## config.mk

```make
export PLATFORM = sky130hd
export DESIGN_NAME = ref_sched
export DESIGN_NICKNAME = d
export VERILOG_FILES = /design/src/rtl/ref_sched_pkg.sv /design/src/rtl/ref_tick.sv /design/src/rtl/ref_sched.sv
export SDC_FILE = /design/constraint.sdc
export NUM_CORES = 1
export LEC_CHECK = 0
export CAP_MARGIN = 30
export CORE_MARGIN = 2
export CORE_UTILIZATION = 28
export CTS_BUF_LIST = sky130_fd_sc_hd__clkbuf_16
export DETAILED_ROUTE_END_ITERATION = 16
export GPL_TIMING_DRIVEN = 0
export PLACE_DENSITY = 0.51
export RECOVER_POWER = 25
export SLEW_MARGIN = 20
export SYNTH_ARGS = -nofsm -noshare
export SYNTH_HDL_FRONTEND = slang
export SYNTH_SLANG_ARGS = --single-unit
```

## constraint.sdc

```tcl
create_clock -name CLK -period 3.8 [get_ports CLK]
set_clock_uncertainty 0.05 [all_clocks]
set_input_delay 0.76 -clock CLK [delete_from_list [all_inputs] [get_ports CLK]]
set_output_delay 0.76 -clock CLK [all_outputs]
set_load 0.1 [all_outputs]
```

## src/rtl/ref_sched_pkg.sv

```systemverilog
// Shared types and constants for the refresh scheduler.
// The state encoding places RefReq in bit 0 and RefUrgent in bit 1.
package ref_sched_pkg;

  typedef enum logic [1:0] {
    IDLE = 2'b00,
    PEND = 2'b01,
    URG  = 2'b11
  } state_t;

  localparam int DEBT_W = 3;
  localparam logic [DEBT_W-1:0] DEBT_MAX = 3'd7;

endpackage

```

## src/rtl/ref_tick.sv

```systemverilog
// Refresh prescaler: free-running 0..REF_PERIOD-1 counter.
// Tick strobes for the single cycle in which the count sits at its last value.
module ref_tick #(
  parameter int REF_PERIOD = 250
) (
  input  logic CLK,
  input  logic nRST,
  output logic Tick
);

  localparam int CNT_W = (REF_PERIOD > 1) ? $clog2(REF_PERIOD) : 1;
  localparam logic [CNT_W-1:0] LAST = CNT_W'(REF_PERIOD - 1);

  logic [CNT_W-1:0] cnt;

  always_ff @(posedge CLK or negedge nRST) begin
    if (!nRST) begin
      cnt <= '0;
    end else if (cnt == LAST) begin
      cnt <= '0;
    end else begin
      cnt <= cnt + 1'b1;
    end
  end

  assign Tick = (cnt == LAST);

endmodule

```

## src/rtl/ref_sched.sv

```systemverilog
// DRAM refresh scheduler: tracks owed refreshes (debt), how long the oldest has waited,
// and raises RefReq / RefUrgent from registered state one cycle after each Tick or Ack.
module ref_sched
  import ref_sched_pkg::*;
#(
  parameter int REF_PERIOD  = 250,
  parameter int URGENT_DEBT = 2,
  parameter int AGE_MAX     = 125
) (
  input  logic              CLK,
  input  logic              nRST,
  input  logic              RefAck,
  output logic              RefReq,
  output logic              RefUrgent,
  output logic [DEBT_W-1:0] RefDebt,
  output logic              RefErr
);

  localparam int AGE_W = $clog2(AGE_MAX + 1);
  localparam logic [AGE_W-1:0]  AGE_LIM = AGE_W'(AGE_MAX);
  localparam logic [DEBT_W-1:0] URG_LIM = DEBT_W'(URGENT_DEBT);

  logic              tick;
  logic              ack_q;
  logic              armed;
  logic              ack;
  logic [DEBT_W-1:0] debt;
  logic [DEBT_W-1:0] debt_nxt;
  logic [AGE_W-1:0]  age;
  logic [AGE_W-1:0]  age_nxt;
  logic              aged;
  logic              err_set;
  state_t            state;
  state_t            state_nxt;

  ref_tick #(
    .REF_PERIOD(REF_PERIOD)
  ) u_tick (
    .CLK (CLK),
    .nRST(nRST),
    .Tick(tick)
  );

  // armed stays low until RefAck has been seen low, so a level held across reset never counts
  assign ack = RefAck & ~ack_q & armed;

  always_comb begin
    debt_nxt = debt;
    err_set  = 1'b0;
    if (tick && !ack) begin
      if (debt == DEBT_MAX) err_set = 1'b1;
      else                  debt_nxt = debt + 1'b1;
    end else if (ack && !tick) begin
      if (debt == '0) err_set = 1'b1;
      else            debt_nxt = debt - 1'b1;
    end

    age_nxt = age;
    if (debt_nxt == '0 || ack) begin
      age_nxt = '0;
    end else if (debt != '0 && age != AGE_LIM) begin
      age_nxt = age + 1'b1;
    end

    // an Ack restarts the wait, so it also cancels age-based urgency this cycle
    aged = !ack && (age == AGE_LIM);

    if (debt_nxt == '0) begin
      state_nxt = IDLE;
    end else if (debt_nxt >= URG_LIM || aged) begin
      state_nxt = URG;
    end else begin
      state_nxt = PEND;
    end
  end

  always_ff @(posedge CLK or negedge nRST) begin
    if (!nRST) begin
      ack_q  <= 1'b0;
      armed  <= 1'b0;
      debt   <= '0;
      age    <= '0;
      RefErr <= 1'b0;
      state  <= IDLE;
    end else begin
      ack_q <= RefAck;
      if (!RefAck) armed <= 1'b1;
      debt  <= debt_nxt;
      age   <= age_nxt;
      if (err_set) RefErr <= 1'b1;
      state <= state_nxt;
    end
  end

  assign RefReq    = state[0];
  assign RefUrgent = state[1];
  assign RefDebt   = debt;

endmodule

```

=== Word-level counts from Yosys, hierarchy flattened ===
Index checks and enable logic that the tools add are counted.

* Register bits: 23
* Output and inout bits: 6

* Add/sub/neg operators: 4
* Order comparisons: 1
* Equality and inequality tests: 4
* Mux-type cells: 13
* Bitwise logic cells: 3
* Reduce and logical (&&, ||, !) cells: 12

{| class="wikitable"
|+ Operators with widths
! operator !! number
|-
| $mux 7 || 2
|-
| $mux 3 || 4
|-
| $add 8x1->8 const B || 1
|-
| $eq 8x8->1 const B || 1
|-
| $mux 8 || 1
|-
| $add 7x1->7 const B || 1
|-
| $eq 7x7->1 const B || 1
|-
| $ne 7x7->1 const B || 1
|-
| $logic_not 3->1 || 2
|-
| $logic_and 1x1->1 || 4
|-
| $mux 1 || 4
|-
| $mux 2 || 2
|-
| $add 3x1->3 const B || 1
|-
| $eq 3x3->1 const B || 1
|-
| $ge 3x2->1 const B || 1
|-
| $reduce_bool 3->1 || 1
|-
| $sub 3x1->3 const B || 1
|-
| $and 1x1->1 || 2
|-
| $logic_not 1->1 || 2
|-
| $logic_or 1x1->1 || 2
|-
| $reduce_bool 2->1 || 1
|-
| $not 1->1 || 1
|}

=== Longest topological paths before layout ===
* Depth after elaboration: 10
* Gate-level depth with buffers: 7

=== Hierarchy ===
A second synthesis with hierarchy kept.

* Cells, all modules: 128
* Area, all modules: 1232.4 sq um

{| class="wikitable"
|+ Modules (own cells, without submodules)
! module !! instances !! cells each !! area an instance (sq um) !! sequential area each (sq um)
|-
| ref_sched || 1 || 87 || 838.3 || 375.4
|-
| ref_tick || 1 || 41 || 394.1 || 200.2
|}

=== Worst setup path before layout ===
Ideal clock, no wire load.

* Path type: register -> register
* Start: reg debt[0] (netlist: RefDebt[0])
* End: reg age[1]
* Arrival time: 2.491 ns
* Data required time: 3.656 ns
* Path slack: 1.165 ns
* Stages on the path, launching flop included: 8
* Buffers on the path: 0
* Period minus slack after synthesis: 2.635 ns
* Cell sequence: dfrtp_1 -> inv_1 -> ha_1 -> or3b_2 -> a221oi_2 -> a221o_2 -> o31ai_4 -> a211oi_1

* Longest elaborated chain between the ends: 7
* Elaborated cells between the ends (all ways): 14
* Classes of those cells: add/sub: 2; eq/ne: 1; mux: 5; reduce/logical: 6

{| class="wikitable"
|+ RTL lines
! item !! line !! source
|-
| start, declared || ref_sched.sv:27 || <nowiki>logic [DEBT_W-1:0] debt;</nowiki>
|-
| start signal, assigned || ref_sched.sv:88 || <nowiki>debt <= debt_nxt;</nowiki>
|-
| $sub 3x1->3 / $logic_not 3->1 (equally long branches) || ref_sched.sv:55, ref_sched.sv:54 ||
|-
| $mux 3 || ref_sched.sv:54 || <nowiki>if (debt == '0) err_set = 1'b1;</nowiki>
|-
| $mux 3 || ref_sched.sv:53 || <nowiki>end else if (ack && !tick) begin</nowiki>
|-
| $mux 3 * || ref_sched.sv:50 || <nowiki>if (tick && !ack) begin</nowiki>
|-
| named net debt_nxt[2] || ref_sched.sv:28 || <nowiki>logic [DEBT_W-1:0] debt_nxt;</nowiki>
|-
| $logic_not 3->1 * || ref_sched.sv:59 || <nowiki>if (debt_nxt == '0 || ack) begin</nowiki>
|-
| $logic_or 1x1->1 * || ref_sched.sv:59 ||
|-
| $mux 7 / $reduce_bool 2->1 (equally long branches) || - ||
|-
| end signal, assigned || ref_sched.sv:89 || <nowiki>age <= age_nxt;</nowiki>
|-
| end, declared || ref_sched.sv:29 || <nowiki>logic [AGE_W-1:0] age;</nowiki>
|}

The timed path passes the listed nets; every way through them passes the cells marked *.
A chain may end at the register's enable or synchronous reset.

=== Final worst setup path ===
* Start: reg debt[1] (netlist: RefDebt[1])
* End: out RefDebt[1]

{| class="wikitable"
|+ RTL lines
! item !! line !! source
|-
| end, declared || ref_sched.sv:15 || <nowiki>output logic [DEBT_W-1:0] RefDebt,</nowiki>
|}

No word-level cell between the ends.

==> out/results.ini <==
[floorplanning]
start_util_pct=29.6
io_pins=9
die_h_um=69.5
fp.dieW_um=69.5
core_um2=4060
die_area_um2=4820
rows=23

[worst_setup_path]
critPathMaxStageDelay_ns=1.17
timing.rr.end=age[1]$_DFFE_PN0P_
worst-endpoint-required_ns=2.99
crit_chain=clkdlybuf4s50_1
r2r_slack_ns=1.66
cp.depth=1
endpoint_kind=output port
crit_arrival_ns=1.85
worstSetupPathType=flop to output port
critPathCapture=RefDebt[1]
r2r-start=u_tick.cnt[1]$_DFF_PN0_
cp_max_fo=6
worstSetupStartpointType=flop
path_delay_family=buffers and inverters
crit_slowest_cell=clkdlybuf4s50_1
cp_num_buf_inv=1
r2r_cells=7
critPathLaunch=RefDebt[1]$_DFF_PN0_

[logic_synthesis]
seq_area_frac_synth_pct=48.0
syn_avg_cell_area_um2=10.3
syn_nets=126
synth-edff-count=0
synth-seq-cells=23
synthArstFlopShare_pct=100
syn_area_um2=1200
synth_top_area_share_pct=48.0
synth.most_common_cell=dfrtp_1
synth_cell_types=32
yosys_warnings=0
synth.top_cells.by_count=dfrtp_1 (23), nor2_1 (14), ha_1 (7), nand2_1 (7)
syn_inst=116
synthFlopType=dfrtp_1
synth_top_area_cell=dfrtp_1
yosys-top-cells-area=dfrtp_1 (48%), ha_1 (7.3%), nor2_1 (4.4%)

[clock_tree]
postCtsHoldBufs=0
path_clk_slew_ns=0.06
root_buffer=clkbuf_16
cts_htree_levels=1
ctsLongestPathBuffers=2
post_cts_buffers=0
post_cts_resized=0
cts_tree=done
clkSinkCount=23
cts_buffers=3
clock_latency_ns=0.25

[grt]
grt_pass1_wl_mm=3.91
grt_pass1_vias=864
overflow=0
grt_max_degree=14
grt_usage_pct=10.2
antenna_found_initial=0

[power_and_ir_drop]
p_leak_nw=0.606
peakVddDrop_mv=0.220
p_per_area_nw_per_um2=739

[drt]
ant_nets=0
wl_per_cell_um=12.0
vias=861
finalWirelength_mm=2.15
viasPerCell=4.81
dr.first_iter.drc_count=47
drc=0
first_pass_iters=4

[timing]
hold_viol=0
fmax_ghz=0.375
relSlewSlack_pct=35.7
fin_crit_sh_pct=70.1
report.final.setup_viol=0
slew_violations=0
fin_setup_tns_ns=0
fin_crit_ns=2.66
grt_setup_unrepaired=false
tightest_slew_ns=0.961

[layout]
final_cell_area_um2=1440
drive_gt1_share_pct=8.53
syn_to_final_growth_pct=19.7
fillCellCount=390
seq_area_um2=576
multi_input_area_um2=597
fin_nets=140
antennaDiodeCount=0
fin_util_pct=35.4

[placed_design]
hpwl_mm=1.66
io_buffers=8
placed_area_um2=1360
globalplace.congestion=0.796

[outcome]
outcome=completed

[hold_path]
min_path_type=flop to flop
holdPathStages=1

[run]
cap_violations=0

## how the worst min path moves through the flow
stage	from	to	slack [ns]
CTS	armed$_DFFE_PN0N_	armed$_DFFE_PN0N_	0.44
finish	armed$_DFFE_PN0N_	armed$_DFFE_PN0N_	0.43
detailed placement	armed$_DFFE_PN0N_	armed$_DFFE_PN0N_	0.42
global placement	armed$_DFFE_PN0N_	armed$_DFFE_PN0N_	0.41
global route	u_tick.cnt[0]$_DFF_PN0_	u_tick.cnt[0]$_DFF_PN0_	0.47
floorplan	armed$_DFFE_PN0N_	armed$_DFFE_PN0N_	0.40
## worst reg2reg max path: cells and delay by family, from the launching register on
| family | cells | cell delay, ns |
|---|---|---|
| compound gates | 3 | 0.76 |
| simple gates | 2 | 0.57 |
| flops | 1 | 0.39 |
| fa+ha+maj | 1 | 0.16 |
| buf+inv | 1 | 0.06 |
## stage by stage
stage / power [W] / hold slack, ns / setup slack [ns] / std cells
2_1_floorplan: 0.000729 / 0.399 / 1.17 / 116
3_3_place_gp: 0.000838 / 0.414 / 1.05 / 174
3_5_place_dp: 0.000844 / 0.421 / 1.04 / 175
4_1_cts: 0.00107 / 0.439 / 1.14 / 179
5_1_grt: 0.00112 / 0.471 / 1.09 / 179
6_report: 0.00106 / 0.431 / 1.14 / 179
## routing by layer
layer / track usage, % / part of all wire (%) / vias up
met4: 5.88 / 2.0 / 0
li1: - / - / 432
met1: 13.8 / 51 / 414
met5: 0 / 0 / -
met2: 15.3 / 44 / 11
met3: 1.74 / 2.7 / 4
## state kept, by name, indices dropped and copies added (netlist names)
name	flops
RefDebt	3
RefErr	1
ack_q	1
age	7
armed	1
state	2
u_tick.cnt	8
## cell usage in the layout, fill, tap and decap left out, types with 3 or more instances in the layout
cell | Yosys | layout
dfrtp_1 | 23 | 23
nor2_1 | 14 | 14
inv_1 | 6 | 7
nand2_1 | 7 | 7
ha_1 | 7 | 7
nand3_1 | 6 | 6
xor2_1 | 6 | 6
clkdlybuf4s50_1 | 0 | 6
xnor2_1 | 5 | 5
o21ai_0 | 5 | 5
nand4_1 | 4 | 4
and3_1 | 3 | 3
a211oi_1 | 3 | 3
nand2b_1 | 3 | 3
a21oi_1 | 3 | 3
clkbuf_16 | 0 | 3
## area by class of cell
cell class                 count  share of cell area (%)
clock buffer                   3                    5.23
tap                           50                    4.36
buffer                         1                   0.348
sequential                    23                    40.1
multi-input combinational     86                    41.6
inverter                       6                    1.57
clock inverter                 1                   0.261
timing repair buffer           9                    6.62
## power by group
part           internal (W)  switching [W]
Combinational      0.000149       0.000355
Clock              0.000140      0.0000827
Sequential         0.000289      0.0000453
## cell families (layout without fill, tap and decap cells)
logic type	count (synthesis)	in the layout	share of synthesized area, %
simple gates	48	48	21.3
flops	23	23	48.0
compound gates	19	19	12.3
xor+xnor	11	11	8.03
fa+ha+maj	7	7	7.30
buf+inv	7	20	2.29
mux	1	1	0.834
Power figures use the tool's default switching activity.
